**config.mk**
```make
export PLATFORM = sky130hd
export DESIGN_NAME = mem_arbiter
export DESIGN_NICKNAME = d
export VERILOG_FILES = /design/src/rtl/mem_arbiter.sv
export SDC_FILE = /design/constraint.sdc
export NUM_CORES = 1
export LEC_CHECK = 0
export BUFFER_PORTS_ARGS = -buffer_cell sky130_fd_sc_hd__buf_4
export CORE_AREA = 2 2 119 121
export CTS_CLUSTER_DIAMETER = 100
export DETAILED_ROUTE_END_ITERATION = 10
export DIE_AREA = 0 0 121 123
export PLACE_DENSITY = 0.49
export REMOVE_ABC_BUFFERS = 1
export SLEW_MARGIN = 10
export SYNTH_ARGS = -nofsm -noshare
export SYNTH_HDL_FRONTEND = slang
export SYNTH_SLANG_ARGS = --single-unit
```
**constraint.sdc**
```tcl
create_clock -name clk -period 1.2 [get_ports clk]
set_clock_uncertainty 0.05 [all_clocks]
set_input_delay 0.06 -clock clk [delete_from_list [all_inputs] [get_ports clk]]
set_output_delay 0.06 -clock clk [all_outputs]
set_load 0.02 [all_outputs]
```
**src/rtl/mem_arbiter.sv**
```systemverilog
// Two-requester arbiter for the single data-memory port: the core wins by default,
// the DMA takes idle cycles, and a starvation counter forces one DMA beat.
module mem_arbiter #(
  parameter int unsigned STARVE_LIMIT = 8
) (
  input  logic        clk,
  input  logic        rst,
  input  logic [31:0] c_addr,
  input  logic        c_re,
  input  logic        c_we,
  input  logic [3:0]  c_wstrb,
  input  logic [31:0] c_wdata,
  output logic [31:0] c_rdata,
  output logic        core_stall,
  input  logic        d_req,
  input  logic        d_we,
  input  logic [31:0] d_addr,
  input  logic [3:0]  d_wstrb,
  input  logic [31:0] d_wdata,
  output logic        d_gnt,
  output logic        d_rvalid,
  output logic [31:0] d_rdata,
  output logic [31:0] m_addr,
  output logic        m_re,
  output logic        m_we,
  output logic [3:0]  m_wstrb,
  output logic [31:0] m_wdata,
  input  logic [31:0] m_rdata
);

  localparam int unsigned CNT_W = $clog2(STARVE_LIMIT + 1);
  localparam logic [CNT_W:0] LIMIT_EXT = (CNT_W + 1)'(STARVE_LIMIT);

  typedef enum logic [0:0] {
    NORMAL = 1'b0,
    FORCE  = 1'b1
  } state_t;

  state_t           state_r;
  state_t           state_s;
  logic [CNT_W-1:0] starve_cnt_r;
  logic [CNT_W-1:0] starve_cnt_s;
  logic [CNT_W:0]   cnt_inc_s;
  logic             d_rvalid_r;
  logic             core_act_s;
  logic             d_gnt_s;
  logic             core_stall_s;

  // Next-state, starvation count and memory-port steering
  always_comb begin
    state_s      = NORMAL;
    starve_cnt_s = starve_cnt_r;
    d_gnt_s      = 1'b0;
    core_stall_s = 1'b0;
    m_addr       = c_addr;
    m_wstrb      = c_wstrb;
    m_wdata      = c_wdata;
    m_re         = 1'b0;
    m_we         = 1'b0;
    core_act_s   = c_re | c_we;
    cnt_inc_s    = {1'b0, starve_cnt_r} + {{CNT_W{1'b0}}, 1'b1};
    // Reset also quiets the port and handshakes in the cycle it is asserted.
    if (rst) begin
      starve_cnt_s = {CNT_W{1'b0}};
    end else begin
      case (state_r)
        NORMAL: begin
          if (core_act_s) begin
            // Simultaneous c_re/c_we is resolved as a write.
            m_we = c_we;
            m_re = c_re & ~c_we;
            if (d_req) begin
              if (cnt_inc_s <= LIMIT_EXT) begin
                starve_cnt_s = cnt_inc_s[CNT_W-1:0];
              end else begin
                starve_cnt_s = starve_cnt_r;
              end
              if (cnt_inc_s == LIMIT_EXT) begin
                state_s = FORCE;
              end else begin
                state_s = NORMAL;
              end
            end else begin
              starve_cnt_s = {CNT_W{1'b0}};
            end
          end else if (d_req) begin
            m_addr       = d_addr;
            m_wstrb      = d_wstrb;
            m_wdata      = d_wdata;
            m_we         = d_we;
            m_re         = ~d_we;
            d_gnt_s      = 1'b1;
            starve_cnt_s = {CNT_W{1'b0}};
          end else begin
            starve_cnt_s = {CNT_W{1'b0}};
          end
        end
        FORCE: begin
          core_stall_s = 1'b1;
          starve_cnt_s = {CNT_W{1'b0}};
          // A dropped d_req here leaves the port idle but still stalls the core.
          if (d_req) begin
            m_addr  = d_addr;
            m_wstrb = d_wstrb;
            m_wdata = d_wdata;
            m_we    = d_we;
            m_re    = ~d_we;
            d_gnt_s = 1'b1;
          end else begin
            d_gnt_s = 1'b0;
          end
        end
        default: begin
          state_s      = NORMAL;
          starve_cnt_s = {CNT_W{1'b0}};
        end
      endcase
    end
  end

  // State, starvation counter and DMA read-return flag
  always_ff @(posedge clk) begin
    if (rst) begin
      state_r      <= NORMAL;
      starve_cnt_r <= {CNT_W{1'b0}};
      d_rvalid_r   <= 1'b0;
    end else begin
      state_r      <= state_s;
      starve_cnt_r <= starve_cnt_s;
      d_rvalid_r   <= d_gnt_s & ~d_we;
    end
  end

  assign d_gnt      = d_gnt_s;
  assign core_stall = core_stall_s;
  assign d_rvalid   = d_rvalid_r;
  assign d_rdata    = m_rdata;
  assign c_rdata    = m_rdata;

endmodule

```
; ---- After elaboration in Yosys (flattened, before gate mapping)
; Index checks and enable logic that the tools add are counted.
[word_totals]
input_bits = 174
regBits = 6
output_inout_bits = 137
[classes]
reduce_logical = 1
n_eq_ne = 2
mux = 31
n_lt_le_gt_ge = 1
add_sub_neg = 1
bitwise_logic = 8
[op_table]
columns = op, count
row1 = $mux 32, 6
row2 = $pmux 32 s2, 2
row3 = $mux 4, 6
row4 = $pmux 4 s2, 2
row5 = $mux 1, 12
row6 = $pmux 1 s2, 3
row7 = $add 4x1->5 const B, 1
row8 = $eq 5x4->1 const B, 1
row9 = $le 5x4->1 const B, 1
row10 = $not 1->1, 5
row11 = $ne 4x4->1 const B, 1
row12 = $reduce_or 4->1, 1
row13 = $and 1x1->1, 2
row14 = $or 1x1->1, 1

; ---- Logic depth before layout (Yosys ltp)
; Gate-level depths: netlist (run 1).
[logic_depth]
ltp_word = 6
mapped_depth = 4
mapped_depth_nobuf = 4

; ---- Least setup slack after synthesis (run 1)
; OpenSTA, ideal clock, no wires.
[synth_timing]
path_type = register -> output
from = register state_r
to = output port m_addr[0]
stages_incl_launch_ff = 4
arrival_ps = 1234
slack_ps = -144
required_ps = 1090
cell_sequence = dfxtp_1 o21ai_4 buf_8 mux2_4
[synth_via]
elab_chain_cells = 3
[synth_lines]
columns = item, line_no
row1 = start: declaration, 39  ; state_t state_r;
row2 = start signal: assignment, 128  ; state_r <= state_s;
row3 = $not 1->1, --
row4 = $pmux 32 s2 *, 66  ; case (state_r)
row5 = $mux 32 *, 63  ; if (rst) begin
row6 = end: declaration, 23  ; output logic [31:0] m_addr,
; Mark *: on every way between the ends. The rest lies on a longest branch, timed or not.

; ---- Worst setup path after layout (run 1)
[layout_timing]
from = register state_r
to = output port m_wdata[12]
[layout_via]
elab_chain_cells = 3
[layout_lines]
columns = item, line_no
row1 = $not 1->1, --
row2 = $pmux 32 s2 *, 66
row3 = $mux 32 *, 63
row4 = end: declaration, 27  ; output logic [31:0] m_wdata,
; Marked as above.

==> results of run 1 <==
==> cells in the mapped netlist (2+ instances only) <==
master and instances:
buf_4 64, nor3b_1 2, or2b_1 2, ha_1 2, a31oi_1 2, dfxtp_1 6
buf_8 7, mux2_4 68, nor2_1 7, nor2b_1 2
==> area by class of cell <==
type                    count  area, sq um  area share (%)
well taps                 180          225            6.23
multi-input cells          94         1250            34.7
clock buffers               3         75.1            2.08
repair buffers            237         1930            53.5
flip-flops and latches      6          121            3.36
inverters                   1         3.75           0.104
==> where the power goes <==
group	internal, mW	switching (mW)	leakage, nW
combinational	0.765	0.460	1.93
sequential	0.204	0.00171	0.0491
clock	0.427	0.106	0.0370
total	1.40	0.568	2.01
==> path summary, 6_finish.rpt <==
path	end	cells after the start
worst max-delay path	m_wdata[12]	5
worst min-delay path	c_rdata[13]	0
worst max register to register	state_r	4
worst min register to register	starve_cnt_r[2]	2
==> repair_timing <==
action                                  4_1_cts  5_1_grt
resized for setup                            29        9
gates cloned                                  0        0
pin swaps                                     5        5
endpoints found under the setup margin       72       77
endpoints found under the hold margin         1        0
hold buffers                                  1        0
buffers inserted                              2        1
==> flip-flops by register name (all words and copies together) (netlist names) <==
name,cells
state_r,1
starve_cnt_r,4
d_rvalid,1
==> metrics by stage <==
stage / utilization (%) / hold WS (ns) / TNS (ns)
3_3_place_gp: 24.8 / 0.0702 / -15.97
4_1_cts: 26.3 / 0.0702 / -31.07
5_1_grt: 26.5 / 0.0702 / -33.32
6_report: 26.5 / 0.0701 / -28.99
3_5_place_dp: 24.8 / 0.0702 / -15.52
2_1_floorplan: - / 0.0700 / -104.40
==> layout by cell type, fill, tap and decap left out <==
cell,instances
a211oi_2,1
a31oi_1,2
a41oi_1,1
and2b_1,1
buf_12,4
buf_4,205
buf_6,27
clkbuf_16,3
dfxtp_1,5
dfxtp_2,1
dlygate4sd3_1,1
ha_1,2
inv_1,1
mux2_4,68
mux2i_1,1
nor2_1,4
nor2_2,3
nor2b_2,1
nor2b_4,2
nor3b_1,1
nor3b_2,1
o21ai_4,1
or2b_1,2
or3b_4,1
xnor2_2,1
xor2_1,1
==> cell families after synthesis <==
| logic type | after synthesis | synth area share, % |
|---|---|---|
| muxes | 69 | 53.4 |
| and+or+nand+nor | 16 | 5.25 |
| AOI/OAI and AO/OA | 5 | 2.33 |
| DFF | 6 | 6.23 |
| xor gates and xnor gates | 2 | 0.908 |
| adders and majority gates | 2 | 1.30 |
| buffers and inverters | 72 | 30.5 |
==> metal layers <==
metal	vias to the layer above	share of wire, %
li1	868	-
met1	883	36
met2	196	44
met3	8	19
met4	4	0.43
met5	-	0.99
==> critical path, stage by stage, from the launching register on <==
cell and delay [ns]:
dfxtp_2 0.32, o21ai_4 0.18, buf_12 0.17, buf_12 0.16, mux2_4 0.32, buf_6 0.13
==> out/qor.txt, run 1 <==
initial antenna violation count: 0
outcome: finished, violations left
CTS tree: built
Required @ worst endpoint: 1.09 ns
width of the die: 121 microns
M2 GR Usage: 16.2%
R2R Setup Slk: -0.08 ns
Post-synth EDFFs: 0
RSZ-0062 raised after global routing: true
pwr dens: 543 nW/um^2
Fill cells: 1,434
pin count of the biggest net entering global routing: 14
area delta synth->final: 87.3%
Worst-path clk slew: 0.03 ns
yosys warns: 0
Starting Density: 14.2%
CTS max path bufs: 2
Synth Cell Area: 1930 sq um
fmax: 612 MHz
number of top-level pins: 311
Total Power: 1.96 mW
worst slew pin tran: 0.293 ns
DR iter-0 viols: 61
Placer Congestion: 0.765
post-synthesis sequential area ratio: 6.23%
CP Launch Type: flop
Final ANT Viol Nets: 0
Root Buffer: clkbuf_16
core area: 13,600 sq um
H-Tree Depth: 1
post-layout instance area: 3610 sq um
final period utilization: 136%
# setup viols final: 72
Max Slew Vio Count: 0
area share of the leading cell type in the synthesized netlist: 52.9%
fin nets: 519
WL per Instance: 18.6 microns
Crit Path Max Fanout: 13
final hold vios: 0
total CTS buffers: 3
Max Cap Violations: 0
Slew headroom: 80.4%
Crit Path Class: reg -> out
GRT busiest layer: met2
GR Overflow Total: 0
Worst Path Arrival: 1.52 ns
Total Die Area: 14,900 sq um
leading area contributor after synthesis: mux2_4
layout cell share with drive strength beyond 1: 93.5%
Antenna Cells: 0
reg-to-reg startpoint: state_r
VDD IR max: 301 uV
ys async rst share: 0%
Yosys reg bits: 6
num rows: 43
Chip Height: 123 microns
Hold Path Class: in -> out
Tot GR Track Use: 11.3%
number of global-route vias before repair: 1,895
clock sink count: 6
leakage: 2.01 nW
post-DP HPWL: 8.23 mm
hold wc startpoint: m_rdata[13]
pre-CTS setup slack: -0.249 ns
failing checks: negative setup slack
post-synth cell types: 20
met3 usage: 8.99%
final non-filler cell total: 521
Syn Area/Cell: 11.2 sq um
placed inst area: 3380 sq um
Vias/cell: 3.76
Final min period: 1.63 ns
DRC Markers: 0
drt pass-1 iters: 4
M1 GR Usage: 12.6%
Cells after Synth: 172
routed wire length: 9.69 mm
Worst setup startpoint: state_r
clock latency at the later pin of the worst-skew pair: 0.23 ns
Final Worst Setup Slack: -0.433 ns
top post-synthesis cells by area: mux2_4, buf_4, dfxtp_1
via count: 1,959
global-route wire length before repair: 12.3 mm
PortBufs: 214
Top FF cell, synth: dfxtp_1
Placed Cells: 515
crit end category: primary output
No activity file was read; power rests on OpenSTA's default activity.
==> run 2, diff against run 1 <==
Clock period 1.2 ns to 1.4 ns, I/O delays scaled along.
==> run 2 against run 1 <==
  * The run still ends with negative setup slack left
  * Register-to-register slack improved by 0.19 ns
  * Flip-flop and latch count unchanged
  * Non-clock buffer count is the same
  * Core utilization is 0.10 points higher
  * Sequential share of layout area hardly changed
  * Critical path type unchanged
  * Largest cell class unchanged
==> out/qor.txt, run 2 (same netlist as run 1, synthesis figures left out) <==
VDD IR max: 470 uV
core area: 13,600 sq um
Max Slew Vio Count: 0
CP max stage cell: dfxtp_2
final hold vios: 0
DRC Markers: 0
Crit Path Class: reg -> out
via count: 1,928
worst slew pin tran: 0.251 ns
reg2reg path depth: 4
Crit Path Max Fanout: 15
Tot GR Track Use: 11.0%
initial antenna violation count: 0
crit end category: primary output
CTS max path bufs: 2
DR iter-0 viols: 31
most frequent cells in the layout: buf_4, mux2_4, buf_6, nor2_1
Worst setup startpoint: state_r
Final min period: 1.64 ns
Most common cell on crit path: buf_4
Total Die Area: 14,900 sq um
fin nets: 519
fmax: 609 MHz
GR Overflow Total: 0
GRT busiest layer: met2
Final Core Density: 26.6%
number of global-route vias before repair: 1,813
clock sink count: 6
Vias/cell: 3.70
failing checks: negative setup slack
outcome: finished, violations left
area delta synth->final: 88.0%
pwr dens: 467 nW/um^2
Chip Height: 123 microns
WL per Instance: 18.5 microns
drt pass-1 iters: 4
Antenna Cells: 0
CP Launch Type: flop
Crit path max-delay family: buffers and inverters
leakage: 2.03 nW
RSZ-0062 raised after global routing: true
Placer Congestion: 0.737
commonest non-fill, non-tap cell in the layout: buf_4
CTS tree: built
# setup viols final: 70
width of the die: 121 microns
hold wc startpoint: m_rdata[13]
layout cell share with drive strength beyond 1: 91.8%
Final Worst Setup Slack: -0.242 ns
Slew headroom: 83.2%
Largest register FFs: 4
Biggest register: starve_cnt_r
H-Tree Depth: 1
reg-to-reg startpoint: state_r
Total Power: 1.69 mW
CP max stage delay: 0.32 ns
num rows: 43
critical-path cell list: o21ai_4, buf_12, buf_4, mux2_4, buf_4
Starting Density: 14.2%
Hold Path Depth: 0
post-DP HPWL: 8.22 mm
Max Cap Violations: 0
clock latency at the later pin of the worst-skew pair: 0.23 ns
global-route wire length before repair: 12.0 mm
Worst path depth: 5
number of top-level pins: 311
Required @ worst endpoint: 1.28 ns
CP Buf/Inv Count: 3
PortBufs: 214
Hold Path Class: in -> out
Root Buffer: clkbuf_16
met3 usage: 9.64%
Final ANT Viol Nets: 0
Worst Path Arrival: 1.52 ns
routed wire length: 9.66 mm
total CTS buffers: 3
final period utilization: 117%
Fill cells: 1,426
pin count of the biggest net entering global routing: 16
Worst-path clk slew: 0.03 ns
M2 GR Usage: 15.2%
M1 GR Usage: 12.5%
-- run 2: metrics by stage --
stage,setup TNS (ns),instances,hold slack [ns],instance area [sq um],setup WS (ns)
after CTS,-16.58,518,0.0902,3570,-0.263
after detailed placement,-1.06,513,0.0902,3360,-0.0361
after floorplan,-91.05,101,0.0900,1340,-1.31
final,-15.10,521,0.0901,3630,-0.242
after global routing,-18.24,521,0.0902,3630,-0.285
after global placement,-0.305,513,0.0902,3360,-0.0167
-- run 2: area by class of cell --
cell class / instances / area (sq um) / share of cell area [%]
Timing Repair Buffer: 237 / 1970 / 54.4
Multi-Input combinational cell: 94 / 1230 / 33.8
Tap cell: 180 / 225 / 6.21
Sequential cell: 6 / 121 / 3.35
Clock buffer: 3 / 75.1 / 2.07
Inverter: 1 / 3.75 / 0.103
-- run 2: repair_timing --
| action | in CTS | in global routing |
|---|---|---|
| setup endpoints to repair | 71 | 72 |
| endpoints found under the hold margin | 1 | 0 |
| hold buffers | 1 | 0 |
| gates cloned | 0 | 1 |
| resized for setup | 32 | 4 |
| pin swaps | 2 | 1 |
| buffers inserted | 1 | 2 |
-- run 2: layer usage --
layer / vias up / share of wire, %
met1: 869 / 36
met5: - / 0.99
met2: 180 / 44
li1: 869 / -
met4: 4 / 0.41
met3: 6 / 18
-- run 2: path summary, 6_finish.rpt --
kind	to	slack, ns
min	c_rdata[13]	0.09
max	m_wdata[17]	-0.24
min reg2reg	starve_cnt_r[2]	0.52
max reg2reg	state_r	0.11
-- run 2: worst register-to-register path, delay by kind of cell, from the launching register on --
| kind | cells | cell delay [ns] |
|---|---|---|
| and+or+nand+nor | 2 | 0.60 |
| DFF | 1 | 0.32 |
| buffers and inverters | 2 | 0.24 |
-- run 2: report_power, final --
part | internal (mW) | switching [mW]
clock | 0.367 | 0.0956
combinational | 0.664 | 0.390
sequential | 0.175 | 0.00210
total | 1.21 | 0.488
